--- src/rtl/fpu_flag_monitor.sv ---
// fpu_flag_monitor: watches FPU status flags and checks that every special-case
// result implied by the issued operands is flagged within a bounded latency
// window. Expectations are held in order; only the oldest one is evaluated.
module fpu_flag_monitor #(
  parameter int FP_W    = 32,
  parameter int DEPTH   = 4,
  parameter int MIN_LAT = 2,
  parameter int MAX_LAT = 10,
  parameter int CNT_W   = 16
) (
  input  logic                     clk,
  input  logic                     rst_n,
  input  logic                     chk_en,
  input  logic                     clr,
  input  logic                     issue_valid,
  input  logic [FP_W-1:0]          opa,
  input  logic [FP_W-1:0]          opb,
  input  logic [2:0]               fpu_op,
  input  logic                     zero,
  input  logic                     inf,
  input  logic                     qnan,
  input  logic                     div_by_zero,
  input  logic                     overflow,
  input  logic                     underflow,
  output logic [CNT_W-1:0]         pass_cnt,
  output logic [CNT_W-1:0]         fail_cnt,
  output logic [$clog2(DEPTH):0]   pending,
  output logic                     err_timeout,
  output logic                     err_drop,
  output logic                     err_mutex,
  output logic [3:0]               err_class
);

  localparam int EXP_W = (FP_W == 64) ? 11 : 8;
  localparam int MAN_W = FP_W - 1 - EXP_W;
  localparam int TS_W  = $clog2(MAX_LAT) + 2;
  localparam int AW    = $clog2(DEPTH);
  localparam int PW    = AW + 1;

  localparam logic [TS_W-1:0] MIN_L = TS_W'(MIN_LAT);
  localparam logic [TS_W-1:0] MAX_L = TS_W'(MAX_LAT);
  localparam logic [PW-1:0]   FULL  = PW'(DEPTH);

  // Expectation code: {valid, class}; class index matches err_class bit order.
  localparam logic [2:0] E_NONE = 3'b000;
  localparam logic [2:0] E_ZERO = 3'b100;
  localparam logic [2:0] E_INF  = 3'b101;
  localparam logic [2:0] E_QNAN = 3'b110;
  localparam logic [2:0] E_DBZ  = 3'b111;

  logic             a_zero, a_inf, a_nan;
  logic             b_zero, b_inf, b_nan;
  logic             mag_eq, eff_sub;
  logic [2:0]       exp_code;

  logic [3:0]       flags, flags_q, rise;
  logic [TS_W-1:0]  ts_now;

  logic [1:0]       cls_mem [DEPTH];
  logic [TS_W-1:0]  ts_mem  [DEPTH];
  logic [AW-1:0]    rd_ptr, wr_ptr;
  logic [PW-1:0]    count;

  logic             head_valid, in_window, hit, timeout, pop;
  logic             push_req, full, push, drop;
  logic [1:0]       head_cls;
  logic [TS_W-1:0]  head_lat;

  // Classify operands by magnitude and derive the expected special-case flag.
  always_comb begin
    a_zero   = (opa[FP_W-2 -: EXP_W] == '0) && (opa[MAN_W-1:0] == '0);
    a_inf    = (opa[FP_W-2 -: EXP_W] == '1) && (opa[MAN_W-1:0] == '0);
    a_nan    = (opa[FP_W-2 -: EXP_W] == '1) && (opa[MAN_W-1:0] != '0);
    b_zero   = (opb[FP_W-2 -: EXP_W] == '0) && (opb[MAN_W-1:0] == '0);
    b_inf    = (opb[FP_W-2 -: EXP_W] == '1) && (opb[MAN_W-1:0] == '0);
    b_nan    = (opb[FP_W-2 -: EXP_W] == '1) && (opb[MAN_W-1:0] != '0);
    mag_eq   = (opa[FP_W-2:0] == opb[FP_W-2:0]);
    eff_sub  = (opa[FP_W-1] ^ opb[FP_W-1]) ^ (fpu_op == 3'b001);
    exp_code = E_NONE;
    if (!(a_nan || b_nan)) begin
      case (fpu_op)
        3'b011: begin
          if (a_zero && b_zero)      exp_code = E_QNAN;
          else if (b_zero)           exp_code = E_DBZ;
          else if (a_inf && b_inf)   exp_code = E_QNAN;
          else if (a_zero)           exp_code = E_ZERO;
          else if (a_inf)            exp_code = E_INF;
        end
        3'b010: begin
          if ((a_zero && b_inf) || (a_inf && b_zero)) exp_code = E_QNAN;
          else if (a_zero || b_zero) exp_code = E_ZERO;
          else if (a_inf || b_inf)   exp_code = E_INF;
        end
        3'b000, 3'b001: begin
          if (a_inf && b_inf)        exp_code = eff_sub ? E_QNAN : E_INF;
          else if (a_inf || b_inf)   exp_code = E_INF;
          else if (mag_eq && eff_sub) exp_code = E_ZERO;
        end
        default: exp_code = E_NONE;
      endcase
    end
  end

  // Head evaluation, pop decision and push/drop arbitration.
  always_comb begin
    flags      = {div_by_zero, qnan, inf, zero};
    rise       = flags & ~flags_q;
    head_valid = (count != '0);
    head_cls   = cls_mem[rd_ptr];
    head_lat   = ts_now - ts_mem[rd_ptr];
    in_window  = (head_lat >= MIN_L) && (head_lat <= MAX_L);
    hit        = head_valid && rise[head_cls] && in_window;
    timeout    = head_valid && !hit && (head_lat == MAX_L);
    pop        = hit || timeout;
    push_req   = issue_valid && chk_en && exp_code[2];
    full       = (count == FULL);
    // A pop in the same cycle frees the slot the push needs.
    push       = push_req && (!full || pop);
    drop       = push_req && full && !pop;
    pending    = count;
  end

  // Free-running timestamp and previous-edge flag copies.
  always_ff @(posedge clk or negedge rst_n) begin
    if (!rst_n) begin
      ts_now  <= '0;
      flags_q <= '0;
    end else begin
      ts_now  <= ts_now + TS_W'(1);
      flags_q <= flags;
    end
  end

  // Queue pointers, counters and sticky error flags.
  always_ff @(posedge clk or negedge rst_n) begin
    if (!rst_n) begin
      rd_ptr      <= '0;
      wr_ptr      <= '0;
      count       <= '0;
      pass_cnt    <= '0;
      fail_cnt    <= '0;
      err_timeout <= 1'b0;
      err_drop    <= 1'b0;
      err_mutex   <= 1'b0;
      err_class   <= '0;
    end else if (clr) begin
      rd_ptr      <= '0;
      wr_ptr      <= '0;
      count       <= '0;
      pass_cnt    <= '0;
      fail_cnt    <= '0;
      err_timeout <= 1'b0;
      err_drop    <= 1'b0;
      err_mutex   <= 1'b0;
      err_class   <= '0;
    end else begin
      if (pop)  rd_ptr <= rd_ptr + AW'(1);
      if (push) wr_ptr <= wr_ptr + AW'(1);
      count <= count + PW'(push) - PW'(pop);
      if (hit && (pass_cnt != '1)) pass_cnt <= pass_cnt + CNT_W'(1);
      if (timeout) begin
        if (fail_cnt != '1) fail_cnt <= fail_cnt + CNT_W'(1);
        err_timeout         <= 1'b1;
        err_class[head_cls] <= 1'b1;
      end
      if (drop) err_drop <= 1'b1;
      if (overflow && underflow) err_mutex <= 1'b1;
    end
  end

  // Expectation storage; validity is tracked by the pointers alone.
  always_ff @(posedge clk) begin
    if (push && !clr) begin
      cls_mem[wr_ptr] <= exp_code[1:0];
      ts_mem[wr_ptr]  <= ts_now;
    end
  end

endmodule

--- config.mk ---
export PLATFORM = sky130hd
export DESIGN_NAME = fpu_flag_monitor
export DESIGN_NICKNAME = d
export VERILOG_FILES = /design/src/rtl/fpu_flag_monitor.sv
export SDC_FILE = /design/constraint.sdc
export NUM_CORES = 1
export LEC_CHECK = 0
export BUFFER_PORTS_ARGS = -buffer_cell sky130_fd_sc_hd__buf_4
export CORE_ASPECT_RATIO = 0.9
export CORE_MARGIN = 8
export CORE_UTILIZATION = 45
export DETAILED_ROUTE_END_ITERATION = 10
export PLACE_DENSITY = 0.72
export RECOVER_POWER = 100
export SETUP_SLACK_MARGIN = 0.5
export SYNTH_ARGS = -nofsm -noshare
export SYNTH_HDL_FRONTEND = slang
export SYNTH_SLANG_ARGS = --single-unit
--- constraint.sdc ---
create_clock -name clk -period 3.9 [get_ports clk]
set_input_delay 0.78 -clock clk [delete_from_list [all_inputs] [get_ports clk]]
set_output_delay 0.78 -clock clk [all_outputs]
set_load 0.005 [all_outputs]
# == Word level (Yosys, flattened, before mapping) ==
# Memory sizes are Yosys's and may differ from the RTL's.
# Index checks and enable logic that the tools add are counted.
# word_totals
memories,2
in_bits,78
reg_bits,56
mem_bits_rw,32
output_inout_bits,42
word_cells,130
# op_classes
muxes,38
magnitude_cmp,4
addsub,8
n_reduce_logical,52
eq_ne,10
bitwise_logic,5
# memory_table
name,words,width,rd,rd_clocked_by_memory_dff,wr,line,source
ts_mem,4,6,1,0,1,60,logic [TS_W-1:0] ts_mem [DEPTH];
cls_mem,4,2,1,0,1,59,logic [1:0] cls_mem [DEPTH];
# ops
cell,count
16-bit two-way mux,5
23-bit logical NOT,2
23-bit nonzero test,2
3-bit two-way mux,13
"16-bit by 1-bit adder with 16-bit output, second input constant",2
"16-bit != test, second input constant",2
31-bit equality test,1
1-bit logical AND,25
"8-bit equality test, second input constant",2
8-bit logical NOT,2
2-bit nonzero test,7
1-bit two-way mux,10
2-bit two-way mux,5
3-bit case mux with 3 select lines,1
4-bit two-way mux,2
"6-bit by 1-bit adder with 6-bit output, second input constant",1
"3-bit by 2-bit equality test with 1-bit output, second input constant",2
"6-bit by 4-bit equality test with 1-bit output, second input constant",1
"6-bit by 2-bit >= comparator with 1-bit output, second input constant",1
"6-bit by 4-bit <= comparator with 1-bit output, second input constant",1
1-bit logical OR,6
6-bit subtractor,1
"2-bit by 1-bit adder with 2-bit output, second input constant",2
4-bit AND,1
16 further kinds,20

# == Depth between registers and ports, before layout ==
# depth
ltp_word,15
depth_mapped,18

# == Least setup slack after synthesis ==
# Ideal clock, no wire load.
# synth_timing
path_kind,register to register
startpoint,reg rd_ptr[0]
endpoint,reg count[2] (netlist: pending[2])
n_path_buf,2
stages_incl_launch_ff,19
arrival_time_ns,4.144
setup_time_ns,0.132
period_less_slack_ns,4.275
slack_ns,-0.375
cell_sequence,dfrtp_1 buf_6 mux4_1 ha_1 inv_1 fa_1 inv_1 o21ai_0 nor3b_1 or4_1 buf_2 a211o_1 a21boi_0 a21o_1 ha_1 inv_1 fa_1 xnor2_1 nor2_1
# synth_via
elab_chain_cells,14
word_cells_on_any_way,20
classes_between,3 x add/sub; 2 x order compare; 1 x eq/ne; 3 x mux; 9 x reduce/logical; 2 x memory
# synth_rtl
item,line,source
"start, declared",61,"logic [AW-1:0] rd_ptr, wr_ptr;"
"start signal, assigned",157,if (pop) rd_ptr <= rd_ptr + AW'(1);
memory 4 x 6 bit / memory 4 x 2 bit (equally long branches),n/a,
6-bit subtractor / 1-bit binary-select mux with 2-bit select (equally long branches),"110, 112",
6-bit by 2-bit >= comparator with 1-bit output (tied with other cells),111,in_window = (head_lat >= MIN_L) && (head_lat <= MAX_L);
"1-bit logical AND, on equally long branches","111, 112",
1-bit logical AND,112,hit = head_valid && rise[head_cls] && in_window;
1-bit logical NOT,113,timeout = head_valid && !hit && (head_lat == MAX_L);
1-bit logical AND (2 in series),113,
1-bit logical OR (*),114,pop = hit || timeout;
1-bit logical OR,118,push = push_req && (!full || pop);
1-bit logical AND,118,
3-bit by 1-bit adder with 3-bit output,159,count <= count + PW'(push) - PW'(pop);
3-bit by 1-bit subtractor with 3-bit output (*),159,
3-bit two-way mux (*),146,end else if (clr) begin
"end signal, assigned",159,
"end, declared",62,logic [PW-1:0] count;
# Mark *: on every way between the ends. The rest lies on a longest branch, timed or not. The select of a mux whose other input is x is not followed.
# A chain may end at the register's enable or synchronous reset.

# == Worst setup path after layout ==
# layout_timing
startpoint,reg rd_ptr[0]
endpoint,reg count[1] (netlist: pending[1])
# The elaborated chain is that of the path after synthesis.

==> flow_summary.yaml <==
global_route:
  antenna_found_initial: 0
  grt.overflow.total: 0
  grt_max_degree: 59
  grt_pass1_wl_mm: 22.5
  grt_pass1_vias: 4576
  grt.total_usage_pct: 19.2
sta:
  worstMarginPinSlew_ns: 3.09
  setup_viol: 44
  rsz0062_at_grt: "yes"
  final-hold-violation-count: 0
  fin_crit_ns: 4.06
  skew_ns: 0.00921
  max_freq_mhz: 246
  timing.hold.ws_ns: 0.484
  slew_headroom_pct: -106
  slew_viol_final: 57
  setup_ws_ns: -0.162
  tns_ns: -4.34
  finalCritPeriodShare_pct: 104
die:
  dieArea_um2: 14600
  core-area_um2: 10800
  start_util_pct: 46.0
  fp-row-count: 36
  fp.dieW_um: 127
  io_pins: 120
  die-height_um: 115
finish:
  antenna_cells: 0
  drive_gt1_share_pct: 35.9
  multi_input_area_um2: 2770
  nNetsFinal: 712
  num-fill-cells: 845
  syn2layout_area_growth_pct: 41.0
  seq_area_um2: 2360
clock_network:
  clock_latency_ns: 0.34
  clkSlewWorstSetupHoldPaths_ns: 0.06
  cts.path.max_buffers: 2
  htree_levels: 3
  cts_sinks: 88
  cts_buffers: 9
  cts-root-buf: "clkbuf_16"
  cts_tree: "built"
synth:
  synth_nets: 552
  synthArstFlopShare_pct: 63.6
  synth_edf_count: 32
  seq_area_frac_synth_pct: 47.7
  syn-cell-area_um2: 4950
  synth_cell_types: 55
  ys_warn_count: 0
  synth_ff_type: "dfrtp_1"
  synth_cells: 459
  synth.avg_cell_area_um2: 10.8
  synth_seq_cells: 88
placement:
  dpl.hpwl_mm: 10.1
  io_buffers: 119
  gp_congestion: 0.895
drt:
  vias: 4346
  ant_nets: 0
  drc: 0
  via_per_inst: 5.74
  drtIter0Drc: 321
  avgRoutedWirePerCell_um: 18.6
  first_pass_iters: 5
  wirelength_mm: 14.0
min_path:
  worst_hold_path_type: "reg2reg"
  worstHoldEndpoint: "ts_now[0]$_DFF_PN0_"
  min_from: "ts_now[0]$_DFF_PN0_"
  whs_path_depth: 1
critical_path:
  critPathMaxStageDelay_ns: 0.51
  worst_setup_path_start_kind: "flip-flop"
  crit_chain: "buf_6 -> mux4_2 -> inv_2 -> ha_4 -> and3b_1 -> o21a_1 -> o211a_1 -> or4_4 -> a211o_4 -> a21boi_4 -> a21o_1 -> ha_1 -> inv_1 -> fa_2 -> nor2_1"
  worstPathRequired_ns: 4.09
  r2r_start: "rd_ptr[0]$_DFFE_PN0P_"
  slowest_stage: "fa_2"
  end_kind: "flip-flop"
  reg2reg_setup_slack_ns: -0.16
  reg2reg_depth: 15
  cp.buffers_inverters: 3
  worst-setup-path-type: "reg2reg"
  worst_ep_arrival_time_ns: 4.25
  rr_endpoint: "pending[1]$_DFF_PN0_"
  crit_family: "compound AO/OA/AOI/OAI gates"
  crit_fanout: 5
status:
  status: "finished with violations"
  violations: "capacitance limit, slew limit, setup timing"
power:
  power.total_uw: 1910
  peakVddDrop_v: 0.000264
  power_density_nw_per_um2: 274
  leakagePower_uw: 0.00290
run:
  max_cap_violations: 1
==> state kept, by name, summed over array words and instances, names as in the netlist <==
register,cells
err_class,4
pending,3
fail_cnt,16
pass_cnt,16
ts_now,6
err_mutex,1
cls_mem,8
flags_q,4
rd_ptr,2
ts_mem,24
err_timeout,1
err_drop,1
wr_ptr,2
==> per-stage QoR <==
step | util, % | instances | setup WS [ns] | cell area [um^2]
finish | 64.8 | 757 | -0.162 | 6980
CTS | 63.0 | 748 | -0.102 | 6790
global placement | 58.1 | 718 | -0.0165 | 6250
global route | 64.8 | 757 | -0.276 | 6980
floorplan | - | 459 | -0.0220 | 5080
detailed placement | 58.1 | 718 | -0.221 | 6250
==> cell families after synthesis <==
| kind of cell | after synthesis | synth area share [%] |
|---|---|---|
| flip-flops | 88 | 47.7 |
| multiplexers | 18 | 6.45 |
| XOR/XNOR | 48 | 8.49 |
| AO/OA/AOI/OAI | 77 | 9.78 |
| AND/OR/NAND/NOR | 181 | 20.6 |
| buffers and inverters | 32 | 2.83 |
| adder cells (fa/ha/maj) | 15 | 4.10 |
==> area by class of cell <==
type	count	share of cell area (%)
clock buffers	10	3.28
clock inverters	6	0.520
inverters	18	1.08
multi-input cells	339	39.7
flip-flops and latches	88	33.9
well taps	133	2.39
repair buffers	163	19.2
==> placed cells by master (no fill, tap or decap), types with 4 or more instances in the layout <==
cell	netlist	layout
nand4_1	25	25
mux2_4	0	4
nor4_1	21	19
nor2b_1	8	8
xnor2_1	42	40
a21o_1	4	4
nor3_1	9	6
nand2b_1	7	7
or4_1	12	10
nor2_1	32	31
inv_1	17	14
clkbuf_1	7	5
buf_6	2	10
buf_4	0	140
clkbuf_16	0	9
ha_1	13	10
edfxtp_1	32	32
o21ai_0	17	17
a21oi_1	25	24
nand2_1	16	16
nor3b_4	0	4
nand3_1	14	12
o31ai_1	8	6
buf_12	0	4
or3_1	14	14
dfrtp_1	56	55
mux4_2	4	7
xor2_1	6	6
==> what timing repair did <==
item,4_1_cts,5_1_grt
resized for setup,26,27
hold endpoints to repair,0,0
cloned,2,0
hold buffers,0,0
pin swaps,19,19
setup buffers,12,9
endpoints found under the setup margin,69,77
==> cells in the mapped netlist, types with 4 or more instances <==
| library cell | number | area share [%] |
|---|---|---|
| o21ai_0 | 17 | 1.7 |
| inv_1 | 17 | 1.3 |
| nor3b_1 | 7 | 1.1 |
| xnor2_1 | 42 | 7.4 |
| edfxtp_1 | 32 | 19 |
| ha_1 | 13 | 3.3 |
| nand3_1 | 14 | 1.4 |
| nor4_1 | 21 | 2.7 |
| a21o_1 | 4 | 0.61 |
| nor2b_1 | 8 | 1.0 |
| nor2_1 | 32 | 2.4 |
| a31oi_1 | 6 | 0.76 |
| nor3_1 | 9 | 0.91 |
| nand4_1 | 25 | 3.2 |
| or4_1 | 12 | 1.8 |
| mux2_2 | 6 | 1.4 |
| xor2_1 | 6 | 1.1 |
| or3_1 | 14 | 1.8 |
| mux4_2 | 4 | 1.8 |
| mux4_1 | 5 | 2.7 |
| nand2_1 | 16 | 1.2 |
| clkbuf_1 | 7 | 0.53 |
| nand2b_1 | 7 | 0.88 |
| a21oi_1 | 25 | 2.5 |
| and2_1 | 4 | 0.51 |
| o31ai_1 | 8 | 1.2 |
| dfrtp_1 | 56 | 28 |
==> worst max-delay path by stage <==
stage | endpoint | slack [ns] | from | depth (start not counted)
3_3_place_gp | pending[1]$_DFF_PN0_ | -0.02 | rd_ptr[0]$_DFFE_PN0P_ | 15
4_1_cts | pending[1]$_DFF_PN0_ | -0.10 | rd_ptr[0]$_DFFE_PN0P_ | 15
6_report | pending[1]$_DFF_PN0_ | -0.16 | rd_ptr[0]$_DFFE_PN0P_ | 15
3_5_place_dp | pending[1]$_DFF_PN0_ | -0.22 | rd_ptr[0]$_DFFE_PN0P_ | 15
5_1_grt | pending[1]$_DFF_PN0_ | -0.28 | rd_ptr[0]$_DFFE_PN0P_ | 15
2_1_floorplan | pending[1]$_DFF_PN0_ | -0.02 | rd_ptr[0]$_DFFE_PN0P_ | 16
==> metal layers <==
metal	global-route usage (%)	vias to the layer above	share of wire, %
met5	0	-	0
met4	5.92	0	1.6
met3	4.55	17	4.8
met2	32.8	145	51
met1	23.7	2128	42
li1	-	2056	-
==> power breakdown <==
part	switching (uW)	total (uW)	internal (uW)	leakage, uW
registers	2.09	960	958	0.00105
clock network	350	777	427	0.000124
logic	84.4	177	92.4	0.00173
Note: power is estimated with default switching activity, not from simulation.
